==> src/rtl/fft_32p_input_framer.sv <==
// Ping-pong framer: streams 32 samples per frame into two banks for the FFT.
// Optional FFT_IN_BITREV_EN writes each sample to its bit-reversed slot.
module fft_32p_input_framer #(
  parameter int DATA_W = 32,
  parameter int N_PTS  = 32
) (
  input  logic                      clk,
  input  logic                      rst,
  input  logic [DATA_W-1:0]         s_data,
  input  logic                      s_valid,
  input  logic                      s_last,
  output logic                      s_ready,
  output logic [N_PTS*DATA_W-1:0]   frame_data,
  output logic                      frame_valid,
  input  logic                      frame_ready,
  output logic [15:0]               frame_cnt,
  output logic                      align_err
);

  localparam int IW = $clog2(N_PTS);
  localparam logic [IW-1:0] LAST_IDX = IW'(N_PTS - 1);

  logic [DATA_W-1:0] r_bank [2][N_PTS];
  logic [1:0]        r_full;
  logic              r_wr_bank;
  logic              r_rd_bank;
  logic [IW-1:0]     r_wr_idx;
  logic [15:0]       r_frame_cnt;
  logic              r_align_err;

  logic              w_accept;
  logic              w_wrap;
  logic              w_consume;
  logic [IW-1:0]     w_slot;

`ifdef FFT_IN_BITREV_EN
  function automatic logic [IW-1:0] bitrev(input logic [IW-1:0] n);
    logic [IW-1:0] r;
    for (int b = 0; b < IW; b++) r[b] = n[IW-1-b];
    return r;
  endfunction
  assign w_slot = bitrev(r_wr_idx);
`else
  assign w_slot = r_wr_idx;
`endif

  assign s_ready     = !r_full[r_wr_bank];
  assign w_accept    = s_valid && s_ready;
  assign w_wrap      = (r_wr_idx == LAST_IDX);
  assign frame_valid = r_full[r_rd_bank];
  assign w_consume   = frame_valid && frame_ready;
  assign frame_cnt   = r_frame_cnt;
  assign align_err   = r_align_err;

  for (genvar k = 0; k < N_PTS; k++) begin : g_out
    assign frame_data[k*DATA_W +: DATA_W] = r_bank[r_rd_bank][k];
  end

  always_ff @(posedge clk) begin
    if (w_accept) r_bank[r_wr_bank][w_slot] <= s_data;
  end

  // fill and consume never target the same bank in one cycle
  always_ff @(posedge clk) begin
    if (rst) begin
      r_full      <= 2'b00;
      r_wr_bank   <= 1'b0;
      r_rd_bank   <= 1'b0;
      r_wr_idx    <= '0;
      r_frame_cnt <= 16'd0;
      r_align_err <= 1'b0;
    end else begin
      r_align_err <= 1'b0;
      if (w_consume) begin
        r_full[r_rd_bank] <= 1'b0;
        r_rd_bank         <= ~r_rd_bank;
        r_frame_cnt       <= r_frame_cnt + 16'd1;
      end
      if (w_accept) begin
        if (w_wrap) begin
          r_full[r_wr_bank] <= 1'b1;
          r_wr_bank         <= ~r_wr_bank;
          r_wr_idx          <= '0;
          r_align_err       <= !s_last;
        end else if (s_last) begin
          r_wr_idx    <= '0;
          r_align_err <= 1'b1;
        end else begin
          r_wr_idx <= r_wr_idx + 1'b1;
        end
      end
    end
  end

endmodule

==> config.mk <==
export PLATFORM = sky130hd
export DESIGN_NAME = fft_32p_input_framer
export DESIGN_NICKNAME = d
export VERILOG_FILES = /design/src/rtl/fft_32p_input_framer.sv
export SDC_FILE = /design/constraint.sdc
export NUM_CORES = 2
export LEC_CHECK = 0
export ABC_AREA = 1
export ABC_CLOCK_PERIOD_IN_PS = 3700
export BUFFER_PORTS_ARGS = -buffer_cell sky130_fd_sc_hd__buf_2
export CORE_ASPECT_RATIO = 0.75
export CORE_MARGIN = 5
export CORE_UTILIZATION = 43
export CTS_BUF_LIST = sky130_fd_sc_hd__clkbuf_4 sky130_fd_sc_hd__clkbuf_8
export CTS_CLUSTER_DIAMETER = 30
export DETAILED_ROUTE_END_ITERATION = 6
export GPL_TIMING_DRIVEN = 1
export MAX_ROUTING_LAYER = met4
export PLACE_DENSITY = 0.65
export SLEW_MARGIN = 20
export SYNTH_ARGS = -nofsm -noshare
export SYNTH_HDL_FRONTEND = slang
export SYNTH_SLANG_ARGS = --single-unit
==> constraint.sdc <==
create_clock -name clk -period 3.7 [get_ports clk]
set_clock_uncertainty 0.1 [all_clocks]
set_input_delay 0.74 -clock clk [delete_from_list [all_inputs] [get_ports clk]]
set_output_delay 0.74 -clock clk [all_outputs]
set_load 0.005 [all_outputs]
==> flow_summary.yaml <==
detailed_routing:
  drt-initial-drc-count: 4381
  vias: 40030
  routed_wl_um: 228000
  wl_per_cell_um: 29.81
  drt-vias-per-instance: 5.234
  ant_nets: 0
  drc: 0
  dr.pass1.iters: 6
placement:
  dp_slack_ns: 0.6944
  place_congestion: 0.7871
  portBuffers: 1079
  hpwlAfterDp_um: 138500
  placed_cells: 6964
hold_path:
  worst_hold_path.endpoint: "r_bank[0][505]$_DFFE_PP_"
  holdCritStartpoint: "s_data[25]"
  whs_path_depth: 1
  min_path_type: "input pin to flip-flop"
floorplan:
  die_area_um2: 188200
  die_w_um: 499.3
  pin_count: 1080
  initial_core_util_pct: 43.32
  core_um2: 178200
  die_h_um: 377.0
  rows: 134
synthesis:
  synth_cell_types: 31
  yosys_warnings: 0
  synth_area_leaders: "edfxtp_1 80%, mux2_2 9.7%, mux2_4 7.0%"
  ys_ff_latch: 2075
  syn_area_um2: 77210
  synth.avg_cell_area_um2: 22.07
  synth_top_area_share_pct: 79.65
  ys_seq_area_share_pct: 80.35
  yosysTopAreaCell: "edfxtp_1"
  synth.net_count: 3542
  synthCells: 3499
sta:
  slew_headroom_pct: 23.14
  tightest_slew_ns: 1.153
  period_minus_slack_ns: 3.487
  slew_violations: 0
  final-setup-viol-count: 0
  fin_crit_sh_pct: 94.24
  setup_ws_ns: 0.2132
  finalHoldViolCount: 0
  max_freq_mhz: 286.8
  rsz0062_at_grt: "false"
cells_and_area:
  fin_util_pct: 53.26
  layout.cells.non_filler: 7648
  fillers: 13880
  drive_gt1_share_pct: 55.65
  finalNetCount: 5022
  area_growth_pct: 22.94
grt:
  grt_pass1_vias: 39840
  grt_pass1_wl_um: 307700
  track_usage_pct: 24.00
  grt_remaining_overflow: 0
  grt_max_degree: 112
  antenna_found_initial: 23
setup_path:
  reg2reg_setup_slack_ns: 0.86
  crit_path_start_kind: "flip-flop"
  crit_type: "flip-flop to output pin"
  arrival_ns: 2.65
  critical_path.max_fanout: 105
  timing.rr.end: "r_bank[1][642]$_DFFE_PP_"
  required_ns: 2.86
  r2r_cells: 5
  end_kind: "output pin"
  timing.rr.start: "r_wr_bank$_SDFFE_PP0P_"
clocking:
  clkTransAtPathRegs_ns: 0.07
  cts.repair.resized: 0
  clock_latency_ns: 1.00
  cts_tree: "done"
  root_buffer: "clkbuf_8"
  cts_made_buffers: 386
  clock_path_buffers: 4
  cts.sinks: 2075
  htreeDepth: 5
power:
  ir_worst_vdd_mv: 0.3975
  cellPowerDensity_nw_per_um2: 529.4
  p_leak_uw: 0.03339
run:
  cap_violations: 0
outcome:
  status: "completed"
[timing repair]
item,CTS,global route
hold buffers,3,0
endpoints found under the setup margin,93,0
endpoints found under the hold margin,14,0
buffers inserted,3,0
[sequential cells by signal, summed over array words and instances (netlist names), named ones only]
signal,flops
frame_cnt,16
align_err,1
r_wr_bank,1
r_rd_bank,1
r_wr_idx,5
r_bank,2048
r_full,2
[cell usage in the layout, fill, tap and decap left out, drive strengths merged]
cell,netlist,layout
o21a,1,1
nor2,49,49
mux2,1024,1024
bufinv,0,47
o21ai,9,9
nand2,70,70
and3,1,1
dfxtp,27,27
nand4,8,8
diode,0,7
dlygate4sd3,0,3
clkbuf,7,460
nand3,14,14
xor2,1,1
nor3,55,55
ha,6,6
a211oi,1,1
xnor2,1,1
edfxtp,2048,2048
buf,121,1217
o21bai,1,1
clkinv,0,131
inv,41,48
clkinvlp,0,25
a21oi,14,14
[cell type report]
cell class / instances / area, µm² / area share, %
tap: 2380 / 2978 / 3.137
inverter: 41 / 160.2 / 0.1687
clock buffer: 460 / 5887 / 6.202
multi-input combinational: 1255 / 14450 / 15.22
antenna: 7 / 17.52 / 0.01845
sequential: 2075 / 62050 / 65.37
timing repair buffer: 1220 / 7101 / 7.480
clock inverter: 210 / 2285 / 2.407
[logic make-up after synthesis]
logic type,count (synthesis),synth area share (%)
AO/OA/AOI/OAI,26,0.1880
AND/OR/NAND/NOR,197,1.264
buffers and inverters,169,1.395
flip-flops,2075,80.35
XOR/XNOR,2,0.02269
adder cells (fa/ha/maj),6,0.09722
multiplexers,1024,16.68
[Yosys cell counts]
master    instances
a211oi_1          1
a21oi_1          14
and3_1            1
buf_1             1
buf_2            74
buf_6            46
clkbuf_1          7
dfxtp_1          27
edfxtp_1       2048
ha_1              6
inv_1            39
inv_2             1
inv_6             1
mux2_2          664
mux2_4          360
nand2_1          63
nand2_2           2
nand2_4           5
nand3_1          13
nand3_4           1
nand4_1           8
nor2_1           46
nor2_2            1
nor2_4            2
nor3_1           44
nor3_2           11
o21a_4            1
o21ai_0           9
o21bai_1          1
xnor2_1           1
xor2_1            1
[worst max-delay path, stage by stage (launching register included)]
cell	delay (ns)
dfxtp_4	0.43
buf_12	0.15
buf_12	0.47
mux2_2	0.41
buf_2	0.14
[through the flow]
| step | area, µm² | hold WS (ns) | power [µW] | setup TNS (ns) |
|---|---|---|---|---|
| final | 94920 | 0.09807 | 50250 | 0 |
| after global routing | 94910 | 0.01690 | 51880 | 0 |
| after CTS | 94880 | 0.006780 | 50690 | 0 |
| after detailed placement | 86650 | 0.3844 | 27310 | 0 |
| after global placement | 86650 | 0.3731 | 27280 | 0 |
| after floorplan | 77210 | 0.3571 | 26470 | -175.43 |
[metal layers]
metal / share of wire, % / wire length (µm) / track usage (%)
met1: 40 / 91540 / 30.92
met4: 2.7 / 6066 / 6.814
met3: 9.4 / 21450 / 6.834
met5: 0 / 0 / -
met2: 48 / 109000 / 37.51
[how the worst max path moves through the flow]
stage / from / to / slack, ns
4_1_cts: flip-flop / frame_data[716] / 0.10
3_5_place_dp: s_valid / r_bank[1][698]$_DFFE_PP_ / 0.69
6_report: flip-flop / frame_data[684] / 0.21
2_1_floorplan: s_valid / r_bank[0][1000]$_DFFE_PP_ / -0.16
3_3_place_gp: s_valid / r_bank[1][677]$_DFFE_PP_ / 0.72
5_1_grt: flip-flop / frame_data[719] / 0.08
[power breakdown]
group          switching (µW)  internal, µW  total [µW]  leakage [µW]
sequential               11.4         25900       25900        0.0186
combinational             776           158         934        0.0106
clock                    9580         13900       23400       0.00419
total                   10400         39900       50200        0.0334
(Power assumes the default switching activity.)
